<file path="src/rtl/contador_modulo_n_updown.sv">
// contador_modulo_n_updown
// Parametrised modulo-N up/down counter with count enable, synchronous
// parallel load with range checking, combinational terminal count for
// cascading, a registered wrap pulse and a sticky load-error flag.
module contador_modulo_n_updown #(
   parameter int WIDTH       = 4,
   parameter int MODULUS     = 9,
   parameter int RESET_VALUE = 0
) (
   input  logic             clk_input,
   input  logic             clear_input,
   input  logic             enable_input,
   input  logic             up_input,
   input  logic             load_input,
   input  logic [WIDTH-1:0] load_value_input,
   output logic [WIDTH-1:0] contador_output,
   output logic             terminal_output,
   output logic             wrap_output,
   output logic             load_error_output
);

   // Reject parameter sets that would let the register hold values outside
   // the count range or make the reset value unreachable.
   generate
      if ((MODULUS < 2) || (WIDTH < 1) || (MODULUS > (1 << WIDTH))) begin : g_bad_modulus
         $error("contador_modulo_n_updown: MODULUS must satisfy 2 <= MODULUS <= 2**WIDTH");
      end
      if ((RESET_VALUE < 0) || (RESET_VALUE >= MODULUS)) begin : g_bad_reset_value
         $error("contador_modulo_n_updown: RESET_VALUE must be below MODULUS");
      end
   endgenerate

   // Top of the count range, the reset value, and the modulus widened by one
   // bit so MODULUS = 2**WIDTH is still representable for the load compare.
   localparam logic [WIDTH-1:0] MAX_COUNT   = WIDTH'(MODULUS - 1);
   localparam logic [WIDTH-1:0] RESET_COUNT = WIDTH'(RESET_VALUE);
   localparam logic [WIDTH:0]   MODULUS_EXT = (WIDTH+1)'(MODULUS);

   logic [WIDTH-1:0] count_q;
   logic             wrap_q;
   logic             load_error_q;
   logic             load_in_range;
   logic             at_max;
   logic             at_zero;

   assign load_in_range = ({1'b0, load_value_input} < MODULUS_EXT);
   assign at_max        = (count_q == MAX_COUNT);
   assign at_zero       = (count_q == '0);

   // Terminal count looks at the current state and this cycle's request, so a
   // following stage sees it on the same edge that makes this stage wrap.
   assign terminal_output = enable_input & ~load_input &
                            ((up_input & at_max) | (~up_input & at_zero));

   // Counter state: load beats count beats hold; wrapping is done explicitly
   // so the register never passes through a value at or above MODULUS.
   always_ff @(posedge clk_input or negedge clear_input) begin
      if (!clear_input) begin
         count_q      <= RESET_COUNT;
         wrap_q       <= 1'b0;
         load_error_q <= 1'b0;
      end else if (load_input) begin
         wrap_q <= 1'b0;
         if (load_in_range) begin
            count_q <= load_value_input;
         end else begin
            count_q      <= '0;
            load_error_q <= 1'b1;
         end
      end else if (enable_input) begin
         if (up_input) begin
            if (at_max) begin
               count_q <= '0;
               wrap_q  <= 1'b1;
            end else begin
               count_q <= count_q + WIDTH'(1);
               wrap_q  <= 1'b0;
            end
         end else begin
            if (at_zero) begin
               count_q <= MAX_COUNT;
               wrap_q  <= 1'b1;
            end else begin
               count_q <= count_q - WIDTH'(1);
               wrap_q  <= 1'b0;
            end
         end
      end else begin
         wrap_q <= 1'b0;
      end
   end

   assign contador_output   = count_q;
   assign wrap_output       = wrap_q;
   assign load_error_output = load_error_q;

endmodule

</file>
<file path="config.mk">
export PLATFORM = sky130hd
export DESIGN_NAME = contador_modulo_n_updown
export DESIGN_NICKNAME = d
export VERILOG_FILES = /design/src/rtl/contador_modulo_n_updown.sv
export SDC_FILE = /design/constraint.sdc
export NUM_CORES = 1
export LEC_CHECK = 0
export ABC_CLOCK_PERIOD_IN_PS = 2600
export CAP_MARGIN = 30
export CORE_AREA = 2 2 39 41
export CTS_CLUSTER_SIZE = 8
export DETAILED_ROUTE_END_ITERATION = 6
export DIE_AREA = 0 0 41 43
export HOLD_SLACK_MARGIN = 0.1
export PLACE_DENSITY = 0.67
export SYNTH_ARGS = -nofsm -noshare
export SYNTH_HDL_FRONTEND = slang
export SYNTH_SLANG_ARGS = --single-unit
</file>
<file path="constraint.sdc">
create_clock -name clk_input -period 2.6 [get_ports clk_input]
set_input_delay 0.52 -clock clk_input [delete_from_list [all_inputs] [get_ports clk_input]]
set_output_delay 0.52 -clock clk_input [all_outputs]
set_load 0.01 [all_outputs]
</file>
; ---- Word level (Yosys, flattened, before mapping)
; Index checks and enable logic that the tools add are counted.
[word_totals]
register_bits = 6
latchBits = 0
mem_bits_rw = 0
mem_bits_ro = 0
in_bits = 9
memories = 0
[op_classes]
n_addsub = 2
multipliers = 0
n_div = 0
order_cmp = 1
eq_ne = 1
n_shift = 0
n_mux = 11
bitwise_logic = 8
reduce_logical = 3
[ops]
columns = cell, count
row1 = 2-to-1 mux 4 bit, 6
row2 = 2-to-1 mux 1 bit, 5
row3 = adder 4 x 1 -> 4 bit (second input constant), 1
row4 = AND 1 bit, 4
row5 = == test 4 bit (second input constant), 1
row6 = zero test 4 bit, 1
row7 = less-than comparator 4 bit (second input constant), 1
row8 = subtractor 4 x 1 -> 4 bit (second input constant), 1
row9 = NOT 1 bit, 3
row10 = AND reduction 2 bit, 1
row11 = nonzero test 2 bit, 1
row12 = OR 1 bit, 1

; ---- Depth between registers and ports, before layout
[logic_depth]
depth_word = 5
ltp_mapped = 6
ltp_nobuf = 6

; ---- Worst setup path before layout
; No wires, ideal clock.
[synth_timing]
kind = in2out
start = in contador_output[0]
end = out terminal_output
t_arrival_ns = 1.606
required_time_ns = 2.080
slack_ns = 0.474
cell_stages = 6
path_buffers = 0
path_cell_list = dfrtp_1 > inv_1 > ha_1 > inv_1 > or4_4 > nor3b_2
[synth_via]
elab_chain_len = 4
[synth_lines]
columns = item, line
row1 = start: declaration, 16  ; output logic [WIDTH-1:0] contador_output,
row2 = == test 4 bit / zero test 4 bit (equally long branches), "47, 48"
row3 = AND 1 bit, 53  ; ((up_input & at_max) | (~up_input & at_zero));
row4 = OR 1 bit (*), 53
row5 = AND 1 bit (*), 52  ; assign terminal_output = enable_input & ~load_input &
row6 = end: declaration, 17  ; output logic terminal_output,
; Every way passes the cells marked *; elsewhere a longest branch is shown, timed or not.

; ---- Final worst setup path
; Ends and elaborated chain as after synthesis.

==> impl.org <==
** STA
- In this run the tightest slew margin relative to its limit is 81.80%.
- Counting I/O delays and the setup requirement, the final critical path takes 2.421 ns.
- The final-report hold violation count came to 0.
- Setup repair after global routing missed its margin :: no
- Hold timing on the final database bottoms out at a slack of 0.4790 ns.
- On the final layout, the worst clock skew is 0.006445 ns.
- Number of max-slew violations in the final report :: 0
- Timing would allow up to 413.1 MHz.
- At the pin with the least slew margin, the transition time is 0.2710 ns.
- Setup Viol. Count Final :: 0
- Dividing the final minimum period by the clock period gives 93.11%.

** Outcome
- Run status :: finished, final reports clean

** Worst setup path
- Worst endpoint data arrival time :: 1.90 ns
- In this design, the critical path's most frequently occurring cell is sky130_fd_sc_hd__inv_1.
- By startpoint and endpoint, the worst setup path is classified as flop to output port.
- Sequence of cells on the critical path :: inv_1 -> ha_1 -> inv_1 -> or4_4 -> nor3b_2 -> dlygate4sd2_1
- At the worst endpoint, the required time is 2.08 ns.
- Delay of the slowest cell on the worst path :: 0.53 ns
- Slowest CP cell :: sky130_fd_sc_hd__or4_4
- Kind of start point of the critical path :: flop
- Critical-path maximum fanout :: 2
- The worst setup path is captured at an output port.
- Together, buffers and inverters on the worst path number 3.
- Broken down by cell family, the worst path's largest delay share belongs to simple AND/OR/NAND/NOR gates.

** Synth
- Counting every instance in the synthesized netlist gives 60.
- The biggest area contributor in the post-synthesis netlist is sky130_fd_sc_hd__dfrtp_1.
- Top cells by area, synth :: sky130_fd_sc_hd__dfrtp_1 (30%), sky130_fd_sc_hd__nand2_1 (6.0%), sky130_fd_sc_hd__ha_1 (5.0%), sky130_fd_sc_hd__nor3b_2 (5.0%), sky130_fd_sc_hd__o21ai_0 (4.0%)
- The mapped netlist covers 503.0 µm².
- Sequential cells were found to cover 29.85% of the synthesized design area.
- Syn Area/Cell :: 8.383 µm²
- Yosys cell types :: 30
- Counting every net in the synthesized netlist gives 71.
- Counting flops and latches in the post-synthesis netlist gives 6.
- The Yosys step of the flow raised 0 warnings.
- Share of Yosys cell area claimed by the top area cell type :: 29.85%

** Drt
- The count of nets left with antenna violations once routing finished came out at 0.
- Dividing the detail-routed wire length by the instance count gives 11.84 µm.
- DRT Pass-1 Iters :: 4
- Number of DRC violations after detailed routing :: 0
- Using the TritonRoute via totals, the vias-per-cell ratio works out to 5.182.
- Number of vias in the routed layout :: 513
- Total wire length after detailed routing :: 1.172 mm
- The detailed router finished its first iteration with 16 violations.

** Pwr
- Max IR drop VDD :: 0.3102 mV
- Sequential group share of total power :: 33.4%
- Areal power density over the cells :: 434.7 nW/µm²
- In this run the power spent charging and discharging nets is 0.09605 mW.
- Of the total power, the clock network draws 25.8%.
- Gate power share :: 40.8%
- P_int :: 0.2259 mW
- In this run the static leakage power is 0.3249 nW.
- Switching Fraction :: 29.83%

** GRT
- Number of global-route vias before repair :: 463
- Antenna violations before repair :: 0
- For this run the aggregate overflow at the end of global routing stands at 0.
- Global-route wire length before repair :: 1.925 mm
- GR Util All Layers :: 16.70%
- Maximum number of pins on one net before global-route repair :: 12

** Clock network
- The number of clock buffers added by TritonCTS is 3.
- CTS root buffer :: sky130_fd_sc_hd__clkbuf_4
- Clock latency of the later-clocked register in the worst-skew pair :: 0.24 ns
- Buffer depth of the longest clock path :: 2
- Clock-pin slew was measured on the worst setup and hold paths at 0.05 ns.
- Gates resized during post-CTS repair numbered 1.
- The tree built by TritonCTS fans out to 6 sinks.
- Post-CTS timing repair inserted 0 buffers for setup.
- TritonCTS clock tree :: built
- After clock tree synthesis, the flow added hold-fix buffers numbering 0.
- Clock H-tree levels :: 1

** Finish
- Summing all flip-flop and latch instances after layout gives 150.1 µm².
- Number of inserted diodes :: 0
- Summing all multi-input logic gate instances after layout gives 314.1 µm².
- Most common cell after layout, fill and taps aside :: sky130_fd_sc_hd__clkdlybuf4s50_1
- Commonest cells after routing, fill and taps aside :: sky130_fd_sc_hd__clkdlybuf4s50_1 (13), sky130_fd_sc_hd__buf_4 (9), sky130_fd_sc_hd__nand2_1 (8), sky130_fd_sc_hd__dfrtp_1 (6), sky130_fd_sc_hd__nor2_1 (5)
- Counting the fill cells in the layout gives 132.
- In the final design database the tool counted 96 nets.
- Excluding fillers, the count of instances in the completed layout stands at 99.
- Share of layout cells above drive strength 1 :: 20.48%
- Relative to the synthesized area, the layout overhead comes to 47.26%.

** Min path
- Path category of the worst min-delay check :: flop to flop

** Job
- Max-cap violations in this run came to 0.

** Placed design
- Total instance count after detailed placement :: 96
- Detailed placement HPWL :: 924.6 µm
- Quantity of I/O buffers inserted on ports :: 15
- At the end of routability-driven placement, the weighted congestion stood at 0.7681.

** Floorplanning
- Horizontal die dimension :: 41 µm
- The die is 43 µm tall.
- 16 I/O pins were placed.
- For this configuration, the core starts out at a cell density of 36.35%.
- The floorplan has 14 rows.
- Area of the die :: 1763 µm²
- Core ar. :: 1384 µm²
## flip-flops by register name (all words and copies together) (netlist names)
name and flops:
load_error_output 1, contador_output 4, wrap_output 1
## final timing paths
check,from,cells past startpoint,to,slack [ns]
setup / recovery,contador_output[0]$_DFFE_PN0P_,6,terminal_output,0.18
hold / removal,load_error_output$_DFFE_PN0P_,1,load_error_output$_DFFE_PN0P_,0.48
setup reg to reg,contador_output[0]$_DFFE_PN0P_,7,contador_output[0]$_DFFE_PN0P_,0.92
hold reg to reg,load_error_output$_DFFE_PN0P_,1,load_error_output$_DFFE_PN0P_,0.48
max in group asynchronous,clear_input,1,contador_output[3]$_DFFE_PN0P_,1.86
min in group asynchronous,clear_input,1,contador_output[2]$_DFFE_PN0P_,0.52
## kinds of logic (layout without fill, tap and decap cells)
family / Yosys count / count (layout) / synth area share (%)
adders and majority gates: 2 / 2 / 4.974
AOI/OAI and AO/OA: 17 / 17 / 23.88
DFF: 6 / 6 / 29.85
and+or+nand+nor: 26 / 26 / 31.59
buffers and inverters: 8 / 31 / 7.710
muxes: 1 / 1 / 1.990
## metrics by stage
| step | total power [mW] | setup TNS (ns) | worst slack, ns | util [%] | instance area (µm²) |
|---|---|---|---|---|---|
| global placement | 0.2401 | -0.2611 | -0.2611 | 51.81 | 716.9 |
| global route | 0.3483 | 0 | 0.08829 | 53.53 | 740.7 |
| finish | 0.3220 | 0 | 0.1793 | 53.53 | 740.7 |
| CTS | 0.3274 | 0 | 0.009687 | 53.35 | 738.2 |
| floorplan | 0.1798 | 0 | 0.4743 | - | 503.0 |
| detailed placement | 0.2407 | -0.2672 | -0.2672 | 51.81 | 716.9 |
## power groups by stage
stage                     registers [mW]  logic [mW]  clock network [mW]
after floorplan                    0.116      0.0638                   0
final                              0.107       0.131              0.0830
after detailed placement           0.109       0.132                   0
after CTS                          0.108       0.132              0.0875
after global placement             0.109       0.131                   0
after global routing               0.108       0.144              0.0957
## Yosys cell counts, drive strengths merged
cell and count:
nand2 8, dfrtp 6, nor2 5, inv 4, nor2b 4, o21ai 4, nor3b 3, o22ai 3
a21oi 2, buf 2, clkbuf 2, ha 2, o21bai 2, a21boi 1, a2bb2oi 1, a32o 1
a32oi 1, and4b 1, mux2i 1, nand2b 1, nand3 1, nand3b 1, nor3 1, o2111ai 1
o311ai 1, or4 1
## area by class of cell
type / count / area share (%)
flip-flops and latches: 6 / 20.27
multi-input cells: 46 / 42.40
inverters: 4 / 2.027
well taps: 16 / 2.703
clock buffers: 3 / 3.041
repair buffers: 24 / 29.56
## routing by layer
metal	part of all wire [%]	GRT usage, %
met1	45	21.45
met2	51	24.69
met3	2.8	1.571
met4	1.0	12.00
met5	0	0
Note: power is estimated with default switching activity, not from simulation.
